<file path="src/rtl/vscale_hasti_arbiter_2to1_pkg.sv">
// -----------------------------------------------------------------------------
// vscale_hasti_arbiter_2to1_pkg
//   Shared HASTI widths, encodings and types for the 2:1 HASTI arbiter.
//   Exports the HASTI_* widths, the transfer, burst and response encodings,
//   the pending-request record type, and the is_active() helper.
// -----------------------------------------------------------------------------
package vscale_hasti_arbiter_2to1_pkg;

    localparam int HASTI_ADDR_WIDTH  = 32;
    localparam int HASTI_BUS_WIDTH   = 32;
    localparam int HASTI_SIZE_WIDTH  = 3;
    localparam int HASTI_BURST_WIDTH = 3;
    localparam int HASTI_PROT_WIDTH  = 4;
    localparam int HASTI_TRANS_WIDTH = 2;

    localparam logic [HASTI_TRANS_WIDTH-1:0] HASTI_TRANS_IDLE   = 2'd0;
    localparam logic [HASTI_TRANS_WIDTH-1:0] HASTI_TRANS_BUSY   = 2'd1;
    localparam logic [HASTI_TRANS_WIDTH-1:0] HASTI_TRANS_NONSEQ = 2'd2;
    localparam logic [HASTI_TRANS_WIDTH-1:0] HASTI_TRANS_SEQ    = 2'd3;

    localparam logic [HASTI_BURST_WIDTH-1:0] HASTI_BURST_SINGLE = 3'd0;
    localparam logic                         HASTI_RESP_OKAY    = 1'b0;

    // One buffered address phase; only the fields the slave sees are kept.
    typedef struct packed {
        logic                        valid;
        logic [HASTI_ADDR_WIDTH-1:0] addr;
        logic                        write;
        logic [HASTI_SIZE_WIDTH-1:0] size;
        logic [HASTI_PROT_WIDTH-1:0] prot;
    } arb_req_t;

    // BUSY and IDLE both count as "no request".
    function automatic logic is_active(input logic [HASTI_TRANS_WIDTH-1:0] trans);
        return (trans == HASTI_TRANS_NONSEQ) || (trans == HASTI_TRANS_SEQ);
    endfunction

endpackage

</file>
<file path="src/rtl/vscale_hasti_arb_req_buf.sv">
// -----------------------------------------------------------------------------
// vscale_hasti_arb_req_buf
//   Pending address-phase register for one master of the 2:1 arbiter.
//   Holds a request that was accepted from the master but not yet granted.
// Ports
//   hclk, hresetn      clock, async active-low reset
//   capture            load in_* and set valid
//   clear              drop the entry (ignored when capture is high)
//   in_addr/write/size/prot     address phase to capture
//   pend_valid/addr/write/size/prot  stored address phase
// -----------------------------------------------------------------------------
module vscale_hasti_arb_req_buf
    import vscale_hasti_arbiter_2to1_pkg::*;
(
    input  logic                        hclk,
    input  logic                        hresetn,
    input  logic                        capture,
    input  logic                        clear,
    input  logic [HASTI_ADDR_WIDTH-1:0] in_addr,
    input  logic                        in_write,
    input  logic [HASTI_SIZE_WIDTH-1:0] in_size,
    input  logic [HASTI_PROT_WIDTH-1:0] in_prot,
    output logic                        pend_valid,
    output logic [HASTI_ADDR_WIDTH-1:0] pend_addr,
    output logic                        pend_write,
    output logic [HASTI_SIZE_WIDTH-1:0] pend_size,
    output logic [HASTI_PROT_WIDTH-1:0] pend_prot
);

    arb_req_t pend_q, pend_d;

    always_comb begin
        pend_d = pend_q;
        if (capture) begin
            pend_d.valid = 1'b1;
            pend_d.addr  = in_addr;
            pend_d.write = in_write;
            pend_d.size  = in_size;
            pend_d.prot  = in_prot;
        end else if (clear) begin
            pend_d.valid = 1'b0;
        end
    end

    always_ff @(posedge hclk or negedge hresetn) begin
        if (!hresetn) begin
            pend_q <= '0;
        end else begin
            pend_q <= pend_d;
        end
    end

    assign pend_valid = pend_q.valid;
    assign pend_addr  = pend_q.addr;
    assign pend_write = pend_q.write;
    assign pend_size  = pend_q.size;
    assign pend_prot  = pend_q.prot;

endmodule

</file>
<file path="src/rtl/vscale_hasti_arbiter_2to1.sv">
// -----------------------------------------------------------------------------
// vscale_hasti_arbiter_2to1
//   Two-master (m0 = dmem, m1 = imem) to one-slave HASTI arbiter in front of a
//   single SRAM port. A losing master's address phase is buffered and that
//   master is stalled through its hready; the slave only ever sees
//   NONSEQ/IDLE SINGLE transfers.
// Ports
//   hclk, hresetn                          clock, async active-low reset
//   mN_haddr/hwrite/hsize/hburst/hmastlock/hprot/htrans   master N address phase
//   mN_hwdata                              master N write data
//   mN_hrdata/hready/hresp                 master N response
//   s_haddr/hwrite/hsize/hburst/hmastlock/hprot/htrans    slave address phase
//   s_hwdata                               write data of the data-phase owner
//   s_hrdata/hready/hresp                  slave response
// Configuration
//   HASTI_ARB_RR_EN  defined: round-robin on ties (master not granted last
//                    wins). Undefined: fixed priority m0 over m1.
// -----------------------------------------------------------------------------
module vscale_hasti_arbiter_2to1
    import vscale_hasti_arbiter_2to1_pkg::*;
(
    input  logic                         hclk,
    input  logic                         hresetn,
    input  logic [HASTI_ADDR_WIDTH-1:0]  m0_haddr,
    input  logic                         m0_hwrite,
    input  logic [HASTI_SIZE_WIDTH-1:0]  m0_hsize,
    input  logic [HASTI_BURST_WIDTH-1:0] m0_hburst,
    input  logic                         m0_hmastlock,
    input  logic [HASTI_PROT_WIDTH-1:0]  m0_hprot,
    input  logic [HASTI_TRANS_WIDTH-1:0] m0_htrans,
    input  logic [HASTI_BUS_WIDTH-1:0]   m0_hwdata,
    output logic [HASTI_BUS_WIDTH-1:0]   m0_hrdata,
    output logic                         m0_hready,
    output logic                         m0_hresp,
    input  logic [HASTI_ADDR_WIDTH-1:0]  m1_haddr,
    input  logic                         m1_hwrite,
    input  logic [HASTI_SIZE_WIDTH-1:0]  m1_hsize,
    input  logic [HASTI_BURST_WIDTH-1:0] m1_hburst,
    input  logic                         m1_hmastlock,
    input  logic [HASTI_PROT_WIDTH-1:0]  m1_hprot,
    input  logic [HASTI_TRANS_WIDTH-1:0] m1_htrans,
    input  logic [HASTI_BUS_WIDTH-1:0]   m1_hwdata,
    output logic [HASTI_BUS_WIDTH-1:0]   m1_hrdata,
    output logic                         m1_hready,
    output logic                         m1_hresp,
    output logic [HASTI_ADDR_WIDTH-1:0]  s_haddr,
    output logic                         s_hwrite,
    output logic [HASTI_SIZE_WIDTH-1:0]  s_hsize,
    output logic [HASTI_BURST_WIDTH-1:0] s_hburst,
    output logic                         s_hmastlock,
    output logic [HASTI_PROT_WIDTH-1:0]  s_hprot,
    output logic [HASTI_TRANS_WIDTH-1:0] s_htrans,
    output logic [HASTI_BUS_WIDTH-1:0]   s_hwdata,
    input  logic [HASTI_BUS_WIDTH-1:0]   s_hrdata,
    input  logic                         s_hready,
    input  logic                         s_hresp
);

    logic live_0, live_1;
    logic cap_0, cap_1, clr_0, clr_1;
    logic grant_0, grant_1, grant_any;

    logic                        p0_valid, p1_valid;
    logic [HASTI_ADDR_WIDTH-1:0] p0_addr, p1_addr;
    logic                        p0_write, p1_write;
    logic [HASTI_SIZE_WIDTH-1:0] p0_size, p1_size;
    logic [HASTI_PROT_WIDTH-1:0] p0_prot, p1_prot;

    arb_req_t cand_0, cand_1;

    logic                        dp_valid_q, dp_valid_d;
    logic                        dp_owner_q, dp_owner_d;
    logic [HASTI_ADDR_WIDTH-1:0] hold_addr_q, hold_addr_d;
    logic                        hold_write_q, hold_write_d;
    logic [HASTI_SIZE_WIDTH-1:0] hold_size_q, hold_size_d;
    logic [HASTI_PROT_WIDTH-1:0] hold_prot_q, hold_prot_d;

    // Bursts are flattened and locking is not supported downstream.
    logic unused_ok;
    assign unused_ok = ^{m0_hburst, m0_hmastlock, m1_hburst, m1_hmastlock};

    // A master only presents a new address phase while its hready is high.
    assign live_0 = m0_hready & is_active(m0_htrans);
    assign live_1 = m1_hready & is_active(m1_htrans);

    vscale_hasti_arb_req_buf u_pend_0 (
        .hclk       (hclk),
        .hresetn    (hresetn),
        .capture    (cap_0),
        .clear      (clr_0),
        .in_addr    (m0_haddr),
        .in_write   (m0_hwrite),
        .in_size    (m0_hsize),
        .in_prot    (m0_hprot),
        .pend_valid (p0_valid),
        .pend_addr  (p0_addr),
        .pend_write (p0_write),
        .pend_size  (p0_size),
        .pend_prot  (p0_prot)
    );

    vscale_hasti_arb_req_buf u_pend_1 (
        .hclk       (hclk),
        .hresetn    (hresetn),
        .capture    (cap_1),
        .clear      (clr_1),
        .in_addr    (m1_haddr),
        .in_write   (m1_hwrite),
        .in_size    (m1_hsize),
        .in_prot    (m1_hprot),
        .pend_valid (p1_valid),
        .pend_addr  (p1_addr),
        .pend_write (p1_write),
        .pend_size  (p1_size),
        .pend_prot  (p1_prot)
    );

    // A valid pending entry holds that master's hready low, so live_N and
    // pend_N are never both set.
    always_comb begin
        if (p0_valid) begin
            cand_0 = '{valid: 1'b1, addr: p0_addr, write: p0_write, size: p0_size, prot: p0_prot};
        end else begin
            cand_0 = '{valid: live_0, addr: m0_haddr, write: m0_hwrite, size: m0_hsize, prot: m0_hprot};
        end
        if (p1_valid) begin
            cand_1 = '{valid: 1'b1, addr: p1_addr, write: p1_write, size: p1_size, prot: p1_prot};
        end else begin
            cand_1 = '{valid: live_1, addr: m1_haddr, write: m1_hwrite, size: m1_hsize, prot: m1_hprot};
        end
    end

`ifdef HASTI_ARB_RR_EN
    // last_q = 1 when m1 received the most recent grant.
    logic last_q, last_d;

    always_comb begin
        grant_0 = 1'b0;
        grant_1 = 1'b0;
        // hresetn gates the grant so nothing reaches the slave during reset.
        if (hresetn && s_hready) begin
            if (cand_0.valid && cand_1.valid) begin
                grant_0 = last_q;
                grant_1 = ~last_q;
            end else begin
                grant_0 = cand_0.valid;
                grant_1 = cand_1.valid;
            end
        end
        last_d = last_q;
        if (grant_1) begin
            last_d = 1'b1;
        end else if (grant_0) begin
            last_d = 1'b0;
        end
    end

    always_ff @(posedge hclk or negedge hresetn) begin
        if (!hresetn) begin
            last_q <= 1'b0;
        end else begin
            last_q <= last_d;
        end
    end
`else
    always_comb begin
        grant_0 = 1'b0;
        grant_1 = 1'b0;
        // hresetn gates the grant so nothing reaches the slave during reset.
        if (hresetn && s_hready) begin
            grant_0 = cand_0.valid;
            grant_1 = cand_1.valid & ~cand_0.valid;
        end
    end
`endif

    assign grant_any = grant_0 | grant_1;

    // Live but not granted: buffer it, since the master already saw hready=1.
    assign cap_0 = live_0 & ~grant_0;
    assign cap_1 = live_1 & ~grant_1;
    assign clr_0 = p0_valid & grant_0;
    assign clr_1 = p1_valid & grant_1;

    // The granted source passes straight through; otherwise the last
    // forwarded address phase is held on the slave bus.
    always_comb begin
        hold_addr_d  = hold_addr_q;
        hold_write_d = hold_write_q;
        hold_size_d  = hold_size_q;
        hold_prot_d  = hold_prot_q;
        if (grant_1) begin
            hold_addr_d  = cand_1.addr;
            hold_write_d = cand_1.write;
            hold_size_d  = cand_1.size;
            hold_prot_d  = cand_1.prot;
        end else if (grant_0) begin
            hold_addr_d  = cand_0.addr;
            hold_write_d = cand_0.write;
            hold_size_d  = cand_0.size;
            hold_prot_d  = cand_0.prot;
        end

        s_haddr     = hold_addr_d;
        s_hwrite    = hold_write_d;
        s_hsize     = hold_size_d;
        s_hprot     = hold_prot_d;
        s_htrans    = grant_any ? HASTI_TRANS_NONSEQ : HASTI_TRANS_IDLE;
        s_hburst    = HASTI_BURST_SINGLE;
        s_hmastlock = 1'b0;
    end

    always_comb begin
        dp_valid_d = dp_valid_q;
        dp_owner_d = dp_owner_q;
        if (s_hready) begin
            dp_valid_d = grant_any;
            if (grant_any) begin
                dp_owner_d = grant_1;
            end
        end
    end

    always_ff @(posedge hclk or negedge hresetn) begin
        if (!hresetn) begin
            dp_valid_q   <= 1'b0;
            dp_owner_q   <= 1'b0;
            hold_addr_q  <= '0;
            hold_write_q <= 1'b0;
            hold_size_q  <= '0;
            hold_prot_q  <= '0;
        end else begin
            dp_valid_q   <= dp_valid_d;
            dp_owner_q   <= dp_owner_d;
            hold_addr_q  <= hold_addr_d;
            hold_write_q <= hold_write_d;
            hold_size_q  <= hold_size_d;
            hold_prot_q  <= hold_prot_d;
        end
    end

    // Each master keeps hwdata stable until its own hready rises.
    assign s_hwdata  = dp_owner_q ? m1_hwdata : m0_hwdata;
    assign m0_hrdata = s_hrdata;
    assign m1_hrdata = s_hrdata;

    always_comb begin
        m0_hready = 1'b1;
        m1_hready = 1'b1;
        m0_hresp  = HASTI_RESP_OKAY;
        m1_hresp  = HASTI_RESP_OKAY;
        if (dp_valid_q && !dp_owner_q) begin
            m0_hready = s_hready;
            m0_hresp  = s_hresp;
        end else if (p0_valid) begin
            m0_hready = 1'b0;
        end
        if (dp_valid_q && dp_owner_q) begin
            m1_hready = s_hready;
            m1_hresp  = s_hresp;
        end else if (p1_valid) begin
            m1_hready = 1'b0;
        end
    end

endmodule

</file>
<file path="config.mk">
export PLATFORM = sky130hd
export DESIGN_NAME = vscale_hasti_arbiter_2to1
export DESIGN_NICKNAME = d
export VERILOG_FILES = /design/src/rtl/vscale_hasti_arbiter_2to1_pkg.sv /design/src/rtl/vscale_hasti_arb_req_buf.sv /design/src/rtl/vscale_hasti_arbiter_2to1.sv
export SDC_FILE = /design/constraint.sdc
export NUM_CORES = 1
export LEC_CHECK = 0
export ABC_AREA = 1
export BUFFER_PORTS_ARGS = -buffer_cell sky130_fd_sc_hd__buf_2
export CAP_MARGIN = 20
export CORE_AREA = 2 2 141 143
export DETAILED_ROUTE_END_ITERATION = 8
export DIE_AREA = 0 0 143 145
export PLACE_DENSITY = 0.77
export REMOVE_ABC_BUFFERS = 1
export SLEW_MARGIN = 10
export SYNTH_ARGS = -nofsm -noshare
export SYNTH_HDL_FRONTEND = slang
export SYNTH_SLANG_ARGS = --single-unit
</file>
<file path="constraint.sdc">
create_clock -name hclk -period 1.9 [get_ports hclk]
set_input_delay 0.19 -clock hclk [delete_from_list [all_inputs] [get_ports hclk]]
set_output_delay 0.19 -clock hclk [all_outputs]
set_load 0.01 [all_outputs]
</file>
# Word-level counts from Yosys, hierarchy flattened
# Index checks and enable logic that the tools add are counted.
dict set report totals {
  ff_bits 124
  latch_bits 0
  ramBits 0
  mem_bits_ro 0
  input_bits 192
  output_inout_bits 146
  wordCells 64
  memories 0
}
dict set report classes {
  add_sub_neg 0
  n_mul 0
  n_div 0
  n_lt_le_gt_ge 0
  eq_ne 4
  shift 0
  muxes 24
  n_bitwise 11
  n_reduce_logical 9
}
# cell count
set op_table {}
lappend op_table {{$mux W32} 3}
lappend op_table {{$mux W41} 2}
lappend op_table {{$mux W1} 14}
lappend op_table {{$eq A2 B2 Y1 const B} 4}
lappend op_table {{$mux W4} 2}
lappend op_table {{$and A1 B1 Y1} 7}
lappend op_table {{$mux W3} 2}
lappend op_table {{$reduce_bool A2 Y1} 2}
lappend op_table {{$logic_and A1 B1 Y1} 3}
lappend op_table {{$not A1 Y1} 3}
lappend op_table {{$logic_or A1 B1 Y1} 2}
lappend op_table {{$mux W2} 1}
lappend op_table {{$reduce_and A2 Y1} 1}
lappend op_table {{$logic_not A1 Y1} 1}
lappend op_table {{$or A1 B1 Y1} 1}

# Longest topological paths before layout
# Gate-level depths: netlist of run 1.
dict set report logic_depth {
  depth_word 11
  mapped_depth 10
  ltp_nobuf 8
}

# Cells and area by module
# A second synthesis of run 1 with hierarchy kept.
dict set report hier_totals {
  hier_cells 1041
  hier_area_um2 7547.2
}
# module instances cells_each area_per_inst_um2 seq_area_each_um2
set by_module_without_submodules {}
lappend by_module_without_submodules {vscale_hasti_arbiter_2to1 1 693 4264.1 1051.0}
lappend by_module_without_submodules {vscale_hasti_arb_req_buf 2 174 1641.6 1026.0}

# Worst setup path after synthesis of run 1
# Ideal clock, no wire load.
dict set report synth_timing {
  path_type {flip-flop to output port}
  startpoint {register dp_owner_q}
  endpoint {output s_htrans[1]}
  arrival_time_ns 1.338
  required_time_ns 1.710
  setup_slack_ns 0.372
  path_stages_with_launch 11
  path_buffers 4
  path_cell_list {dfrtp_1 buf_6 inv_4 nand2_1 nand2_1 nand3_2 nand3_2 buf_6 buf_6 nand2_1 buf_4}
}
dict set report synth_via {
  elab_chain_cells 10
  word_cells_on_any_way 15
  classes_between {7 x mux; 5 x bitwise; 3 x reduce/logical}
}
# item line_no
set synth_rtl {}
lappend synth_rtl {{start, declared} vscale_hasti_arbiter_2to1.sv:72} ;# logic dp_owner_q, dp_owner_d;
lappend synth_rtl {{start signal, assigned} vscale_hasti_arbiter_2to1.sv:234} ;# dp_owner_q <= dp_owner_d;
lappend synth_rtl {{$logic_not A1 Y1} vscale_hasti_arbiter_2to1.sv:252} ;# if (dp_valid_q && !dp_owner_q) begin
lappend synth_rtl {{$logic_and A1 B1 Y1} vscale_hasti_arbiter_2to1.sv:252}
lappend synth_rtl {{$mux W1} vscale_hasti_arbiter_2to1.sv:252}
lappend synth_rtl {{$and A1 B1 Y1} vscale_hasti_arbiter_2to1.sv:83} ;# assign live_0 = m0_hready & is_active(m0_htrans);
lappend synth_rtl {{$mux W41} vscale_hasti_arbiter_2to1.sv:121} ;# if (p0_valid) begin
lappend synth_rtl {{$not A1 Y1} vscale_hasti_arbiter_2to1.sv:172} ;# grant_1 = cand_1.valid & ~cand_0.valid;
lappend synth_rtl {{$and A1 B1 Y1} vscale_hasti_arbiter_2to1.sv:172}
lappend synth_rtl {{$mux W1} vscale_hasti_arbiter_2to1.sv:170} ;# if (hresetn && s_hready) begin
lappend synth_rtl {{$or A1 B1 Y1 (*)} vscale_hasti_arbiter_2to1.sv:177} ;# assign grant_any = grant_0 | grant_1;
lappend synth_rtl {{net grant_any} vscale_hasti_arbiter_2to1.sv:61} ;# logic grant_0, grant_1, grant_any;
lappend synth_rtl {{$mux W2 (*)} vscale_hasti_arbiter_2to1.sv:208} ;# s_htrans = grant_any ? HASTI_TRANS_NONSEQ : HASTI_TRANS_IDLE;
lappend synth_rtl {{end, declared} vscale_hasti_arbiter_2to1.sv:52} ;# output logic [HASTI_TRANS_WIDTH-1:0] s_htrans,
# Mark *: on every way through the listed nets, which the timed path passes. The rest lies on a longest branch.

# Worst setup path after layout of run 1
dict set report layout_timing {
  startpoint {register dp_owner_q}
  endpoint {output s_hsize[2]}
}
dict set report layout_via {
  elab_chain_cells 9
  word_cells_on_any_way 15
  classes_between {8 x mux; 4 x bitwise; 3 x reduce/logical}
}
# item line_no
set layout_rtl {}
lappend layout_rtl {{$logic_not A1 Y1} vscale_hasti_arbiter_2to1.sv:252}
lappend layout_rtl {{$logic_and A1 B1 Y1} vscale_hasti_arbiter_2to1.sv:252}
lappend layout_rtl {{$mux W1} vscale_hasti_arbiter_2to1.sv:252}
lappend layout_rtl {{$and A1 B1 Y1} vscale_hasti_arbiter_2to1.sv:83}
lappend layout_rtl {{$mux W41} vscale_hasti_arbiter_2to1.sv:121}
lappend layout_rtl {{$not A1 Y1} vscale_hasti_arbiter_2to1.sv:172}
lappend layout_rtl {{$and A1 B1 Y1} vscale_hasti_arbiter_2to1.sv:172}
lappend layout_rtl {{$mux W1} vscale_hasti_arbiter_2to1.sv:170}
lappend layout_rtl {{$mux W3 (*)} vscale_hasti_arbiter_2to1.sv:192} ;# if (grant_1) begin
lappend layout_rtl {{end, declared} vscale_hasti_arbiter_2to1.sv:48} ;# output logic [HASTI_SIZE_WIDTH-1:0] s_hsize,
# Every way passes the cells marked *; elsewhere a longest branch is shown, timed or not.

==> reports/results.tsv, run 1 <==
stage	metric	value	unit
critical_path	required	1710	ps
floorplanning	start_util	37.52	%
critical_path	critPathMaxStageDelay	410	ps
critical_path	r2r_slack	-180	ps
sta	final.period_utilization	113.7	%
yosys	synth_cells	1069	
yosys	syn_area_per_cell	6.742	um2
grt	antenna_found_initial	2	
floorplanning	core_region_area	19210	um2
clock_network	htreeDepth	4	
detailed_routing	vias	7868	
yosys	syn_area	7207	um2
sta	rsz0062_at_grt	true	
critical_path	critical_path.max_fanout	8	
cells_and_area	final_cell_count_no_fill	1605	
sta	hold_viol_final	0	
critical_path	cp.arrival	1970	ps
detailed_routing	final_antenna_net_count	0	
sta	tightest_slew	688.5	ps
detailed_routing	wl_per_cell	17.69	um
yosys	ys_seq_elements	124	
sta	tns	-9287	ps
yosys	synth.distinct_cells	21	
placement	dp_hpwl	17090	um
placement	place_congestion	0.7397	
yosys	synth_top_area_cell	dfrtp_1	
yosys	yosys.area_share.simple	41.75	%
floorplanning	ios	338	
job	maxCapViolations	0	
sta	slew_viol_final	0	
sta	fmax	462.8	MHz
grt	grt_pass1_vias	7298	
power	vdd_drop_max	0.7270	mV
critical_path	cp-end-kind	output pin	
grt	grt_max_degree	125	
detailed_routing	drt_first_pass_iters	7	
detailed_routing	wl	28400	um
clock_network	clock_latency	420	ps
grt	grtUsageTotal	25.19	%
yosys	synth_mux_area_share	0	%
grt	grt_pass1_wl	39810	um
yosys	synth_xor_area_share	0	%
floorplanning	die_x	143	um
yosys	synth_top_family_by_area	simple AND/OR/NAND/NOR gates	
critical_path	reg2reg_depth	14	
critical_path	worst_path_max_delay_cell	dfrtp_1	
sta	setup_slack	-260.6	ps
outcome	status	finished with violations	
cells_and_area	post-route-util	55.40	%
cells_and_area	final_nets	1518	
floorplanning	die_area	20740	um2
sta	slew_headroom	54.10	%
detailed_routing	vias_per_cell	4.902	
placement	io_buffers	226	
yosys	yosysWarningCount	0	
yosys	synth_fa_ha_area_share	0	%
sta	fin_skew	14.60	ps
outcome	failed_checks	setup timing	
detailed_routing	drt-initial-drc-count	583	
min_path	whs_path_depth	3	
critical_path	path_cells	inv_4 -> nand3_4 -> nand3_4 -> nand2_4 -> nor2_4 -> buf_6 -> buf_6 -> buf_12 -> nand2_1 -> nand2_2 -> buf_6	
floorplanning	die_y	145	um
critical_path	cp-start-kind	flip-flop	
clock_network	cts_made_buffers	17	
clock_network	cts_buffer_depth	2	
clock_network	cts.sink_count	124	
critical_path	path_class	flip-flop to output pin	
clock_network	cts_tree	done	
cells_and_area	syn_to_final_growth	47.64	%
cells_and_area	final_cell_mix	nand2_1, buf_2, dfrtp_1	
detailed_routing	drcViolationCount	0	
clock_network	cts_root_buf	clkbuf_16	
sta	min_period	2161	ps
power	power.density	1441	nW/um2
placement	dp.cells	1459	
grt	gr-total-overflow	0	
min_path	hold_path.class	input pin to flip-flop	
yosys	synth_area_leaders	dfrtp_1, nand2_1, nand3_1, buf_4, inv_1	
floorplanning	rows	51	
sta	setup_violations	45	
power	cellLeakagePower	6.103	nW
yosys	synth_compound_area_share	0.5903	%
clock_network	clk_pin_slew	60	ps
cells_and_area	drive_above_1_share	34.23	%
critical_path	crit_top_cell	buf_6	
yosys	synth_top_area_share	43.06	%
yosys	ys_seq_area_share	43.06	%
cells_and_area	final_common_cell	nand2_1	
-- area by class of cell --
type	count	area [um2]
Fill cell	1693	8567
Multi-Input combinational cell	766	3496
Sequential cell	124	3107
Timing Repair Buffer	366	2885
Clock buffer	20	466.7
Tap cell	265	331.6
Inverter	51	206.4
Clock inverter	11	142.6
Antenna cell	2	5.005
-- critical path, delay by kind of cell (launching register included) --
| family | cells | cell delay, ps |
|---|---|---|
| buffers and inverters | 5 | 590 |
| AND/OR/NAND/NOR | 6 | 560 |
| flip-flops | 1 | 410 |
-- logic make-up (layout without fill, tap and decap cells) --
family / count (synthesis) / after routing
other cells: 1 / 7
compound gates: 6 / 6
simple gates: 755 / 755
flops: 124 / 124
buf+inv: 183 / 448
-- synth_stat cells --
| cell type | n |
|---|---|
| a21oi_1 | 1 |
| inv_4 | 1 |
| nand2_1 | 625 |
| inv_1 | 45 |
| buf_4 | 70 |
| conb_1 | 1 |
| and2_1 | 1 |
| dfrtp_1 | 124 |
| buf_6 | 9 |
| o211ai_1 | 1 |
| nand3_2 | 2 |
| o21ai_1 | 1 |
| nor2_1 | 2 |
| nand3_1 | 122 |
| inv_2 | 5 |
| o21a_1 | 1 |
| nor2_2 | 3 |
| buf_2 | 23 |
| clkbuf_1 | 30 |
| o21ai_0 | 1 |
| o211ai_2 | 1 |
-- state kept, by name (all words and copies together), names as in the netlist, 3 cells and up --
name,count
u_pend_0.pend_size,3
hold_addr_q,32
u_pend_0.pend_addr,32
hold_prot_q,4
u_pend_1.pend_addr,32
u_pend_1.pend_prot,4
u_pend_0.pend_prot,4
u_pend_1.pend_size,3
hold_size_q,3
-- through the flow --
step	worst slack, ps	hold slack, ps	total power, mW	cell area [um2]
global route	-400.7	0.6559	16.31	10640
finish	-260.6	9.155	15.33	10640
floorplan	-1768	-105.6	7.537	6367
CTS	-234.9	2.015	14.46	10080
global placement	47.32	380.1	9.590	8163
detailed placement	31.97	380.1	9.760	8163
-- timing repair --
item | in CTS | in global routing
setup buffers | 46 | 15
endpoints found under the hold margin | 152 | 0
hold buffers | 42 | 0
pin swaps | 30 | 12
gates cloned | 5 | 6
setup endpoints to repair | 42 | 88
resized for setup | 105 | 77
-- final timing paths --
| kind | start | endpoint |
|---|---|---|
| min in group asynchronous | hresetn | u_pend_0.pend_addr[24]$_DFFE_PN0P_ |
| max | dp_owner_q$_DFFE_PN0P_ | s_hsize[2] |
| max reg2reg | dp_owner_q$_DFFE_PN0P_ | hold_addr_q[14]$_DFF_PN0_ |
| max in group asynchronous | hresetn | u_pend_1.pend_addr[22]$_DFFE_PN0P_ |
| min | m0_hprot[0] | u_pend_0.pend_prot[0]$_DFFE_PN0P_ |
| min reg2reg | u_pend_1.pend_addr[30]$_DFFE_PN0P_ | u_pend_1.pend_addr[30]$_DFFE_PN0P_ |
-- metal layers --
layer  track usage (%)  share of wire (%)
met1             30.25                 40
met2             38.44                 45
met3             12.38                 12
met4             9.406                2.8
met5             3.759               0.20
-- report_power, final --
group / internal [mW] / total (mW) / switching (mW)
registers: 3.85 / 4.41 / 0.558
logic: 3.36 / 7.55 / 4.19
clock network: 2.15 / 3.37 / 1.22
(Power assumes the default switching activity.)
==> inputs of run 2 (changes only) <==
- RECOVER_POWER: not set -> 100
- SKIP_LAST_GASP: not set -> 1
==> run 2 against run 1 <==
  * The run still ends with setup timing left
  * Core utilization increased by 1.4 points
  * Critical endpoint is now s_haddr[15]
  * Register-to-register slack about the same
  * Critical path type unchanged
  * Flip-flop and latch count unchanged
  * Largest power group unchanged
  * Sequential power about the same
  * Sequential share of layout area decreased by 0.72 points
  * First-iteration DRC count increased by 7.4%
  * Hold slack got worse by 1.8 ps
  * Maximum frequency decreased by 0.26%
  * Clock power about the same
==> reports/results.tsv, run 2 (synthesis results as in run 1) <==
stage	metric	value	unit	change
floorplanning	die_area	20740	um2	unchanged
sta	tightest_slew	1246	ps	was 688.5 ps
placement	dp_hpwl	17090	um	unchanged
clock_network	htreeDepth	4		unchanged
clock_network	cts.sink_count	124		unchanged
power	seq_power_share	28.0	%	was 28.8%
power	clockPowerShare	21.3	%	was 22.0%
sta	rsz0062_at_grt	true		unchanged
floorplanning	die_y	145	um	unchanged
detailed_routing	vias	7971		was 7868
power	power.density	1445	nW/um2	was 1441 nW/um2
sta	slew_headroom	16.91	%	was 54.10%
grt	grt_max_degree	125		unchanged
power	vdd_drop_max	0.9165	mV	was 0.7270 mV
grt	gr-total-overflow	0		unchanged
detailed_routing	drcViolationCount	0		unchanged
sta	fin_skew	11.02	ps	was 14.60 ps
sta	hold_viol_final	0		unchanged
grt	grt_pass1_vias	7247		was 7298
sta	final.period_utilization	114.0	%	was 113.7%
power	combinationalPowerShare	50.6	%	was 49.2%
clock_network	clock_latency	420	ps	about the same
placement	io_buffers	226		unchanged
critical_path	cp-end-kind	output pin		unchanged
critical_path	r2r_slack	-190	ps	was -180 ps
floorplanning	die_x	143	um	unchanged
critical_path	path_class	flip-flop to output pin		unchanged
clock_network	cts_made_buffers	17		unchanged
cells_and_area	final_nets	1517		was 1518
detailed_routing	drt_first_pass_iters	5		was 7
clock_network	cts_root_buf	clkbuf_16		unchanged
grt	grt_pass1_wl	39420	um	was 39810 um
sta	setup_slack	-266.2	ps	was -260.6 ps
power	cellLeakagePower	6.183	nW	was 6.103 nW
floorplanning	start_util	37.52	%	unchanged
clock_network	clk_pin_slew	60	ps	about the same
power	sw_frac_of_total	39.04	%	was 38.89%
critical_path	cp-start-kind	flip-flop		unchanged
sta	fmax	461.6	MHz	was 462.8 MHz
floorplanning	rows	51		unchanged
power	p_int	9.609	mW	was 9.367 mW
outcome	failed_checks	setup timing		unchanged
critical_path	required	1710	ps	about the same
sta	setup_violations	47		was 45
floorplanning	ios	338		unchanged
cells_and_area	syn_to_final_growth	51.35	%	was 47.64%
critical_path	critical_path.max_fanout	5		was 8
detailed_routing	drt-initial-drc-count	626		was 583
cells_and_area	final_common_cell	nand2_1		unchanged
clock_network	cts_tree	done		unchanged
detailed_routing	final_antenna_net_count	0		unchanged
power	netSwitchingPower	6.153	mW	was 5.961 mW
sta	tns	-10040	ps	was -9287 ps
cells_and_area	regArea	3107	um2	unchanged
cells_and_area	drive_above_1_share	35.83	%	was 34.23%
cells_and_area	final_cell_mix	nand2_1, buf_2, dfrtp_1		unchanged
sta	holdWs	7.387	ps	was 9.155 ps
grt	antenna_found_initial	2		unchanged
min_path	hold_path.class	input pin to flip-flop		unchanged
detailed_routing	wl_per_cell	17.64	um	was 17.69 um
clock_network	cts_buffer_depth	2		unchanged
detailed_routing	vias_per_cell	4.969		was 4.902
floorplanning	core_region_area	19210	um2	unchanged
cells_and_area	multi_input_area	3746	um2	was 3496 um2
grt	grtUsageTotal	24.94	%	was 25.19%
power	total_power	15.76	mW	was 15.33 mW
sta	slew_viol_final	0		unchanged
cells_and_area	fill_cells	1619		was 1693
sta	min_period	2166	ps	was 2161 ps
placement	place_congestion	0.7397		unchanged
job	maxCapViolations	0		unchanged
detailed_routing	wl	28300	um	was 28400 um
critical_path	cp.arrival	1980	ps	was 1970 ps
outcome	status	finished with violations		unchanged
run 2: cell types whose count changed in the layout (fill, tap and decap cells not counted), moves of 2 or more:
| cell | previous run | this run |
|---|---|---|
| nand2_2 | 50 | 46 |
| nand2_1 | 556 | 553 |
| buf_2 | 192 | 185 |
| nand2_4 | 18 | 25 |
| nand3_2 | 17 | 21 |
| buf_4 | 62 | 59 |
| clkbuf_16 | 21 | 23 |
| nand3_4 | 4 | 19 |
| buf_6 | 48 | 56 |
| nand3_1 | 103 | 84 |
run 2: metrics by stage:
| stage | worst slack (ps) | util, % | instances | instance area [um2] |
|---|---|---|---|---|
| 5_1_grt | -362.0 | 56.78 | 1603 | 10910 |
| 3_5_place_dp | 31.97 | 42.50 | 1459 | 8163 |
| 2_1_floorplan | -1768 | - | 941 | 6367 |
| 4_1_cts | -234.9 | 52.25 | 1583 | 10040 |
| 3_3_place_gp | 47.32 | 42.50 | 1459 | 8163 |
| 6_report | -266.2 | 56.79 | 1604 | 10910 |
run 2: layer usage:
metal | vias to the layer above | track usage (%) | routed length, um
met2 | 499 | 39.38 | 13270
met4 | 2 | 6.683 | 520
met1 | 3723 | 30.56 | 11120
met3 | 43 | 11.19 | 3329
li1 | 3704 | - | -
met5 | - | 3.759 | 58
run 2: final cells by class:
class / count / area share [%]
Tap cell: 265 / 3.040
Sequential cell: 124 / 28.48
Inverter: 51 / 1.847
Clock inverter: 11 / 1.308
Multi-Input combinational cell: 766 / 34.34
Antenna cell: 2 / 0.04588
Timing Repair Buffer: 365 / 26.66
Clock buffer: 20 / 4.278
run 2: worst max-delay path: stages (launching register included):
cell	delay (ps)
dfrtp_1	410
inv_4	100
nand2_4	60
nand2_4	70
nand3_4	90
buf_6	140
nand3_4	120
buf_12	140
clkbuf_16	150
nand3_2	70
nand2_2	100
buf_6	100
run 2: what timing repair did:
action                                 in CTS  in global routing
buffers inserted                           46                 24
pin swaps                                  30                 45
hold buffers                               42                  0
setup endpoints to repair                  42                 87
gates cloned                                5                  7
gates resized for setup                    96                139
endpoints found under the hold margin     152                  0
run 2: path summary, 6_finish.rpt:
path / startpoint / end / cells past startpoint
min in group asynchronous: hresetn / u_pend_0.pend_valid$_DFFE_PN0P_ / 3
max in group asynchronous: hresetn / u_pend_1.pend_addr[12]$_DFFE_PN0P_ / 3
max: dp_owner_q$_DFFE_PN0P_ / s_haddr[15] / 11
min reg2reg: u_pend_1.pend_addr[4]$_DFFE_PN0P_ / u_pend_1.pend_addr[4]$_DFFE_PN0P_ / 2
max reg2reg: dp_owner_q$_DFFE_PN0P_ / hold_addr_q[16]$_DFF_PN0_ / 14
min: m0_hprot[0] / u_pend_0.pend_prot[0]$_DFFE_PN0P_ / 3
run 2: power groups by stage:
stage / sequential [mW] / combinational (mW) / clock (mW)
after floorplan: 4.43 / 3.11 / 0
after global placement: 4.36 / 5.23 / 0
after detailed placement: 4.41 / 5.35 / 0
after CTS: 4.39 / 6.55 / 3.42
after global routing: 4.53 / 8.70 / 3.53
final: 4.42 / 7.98 / 3.36
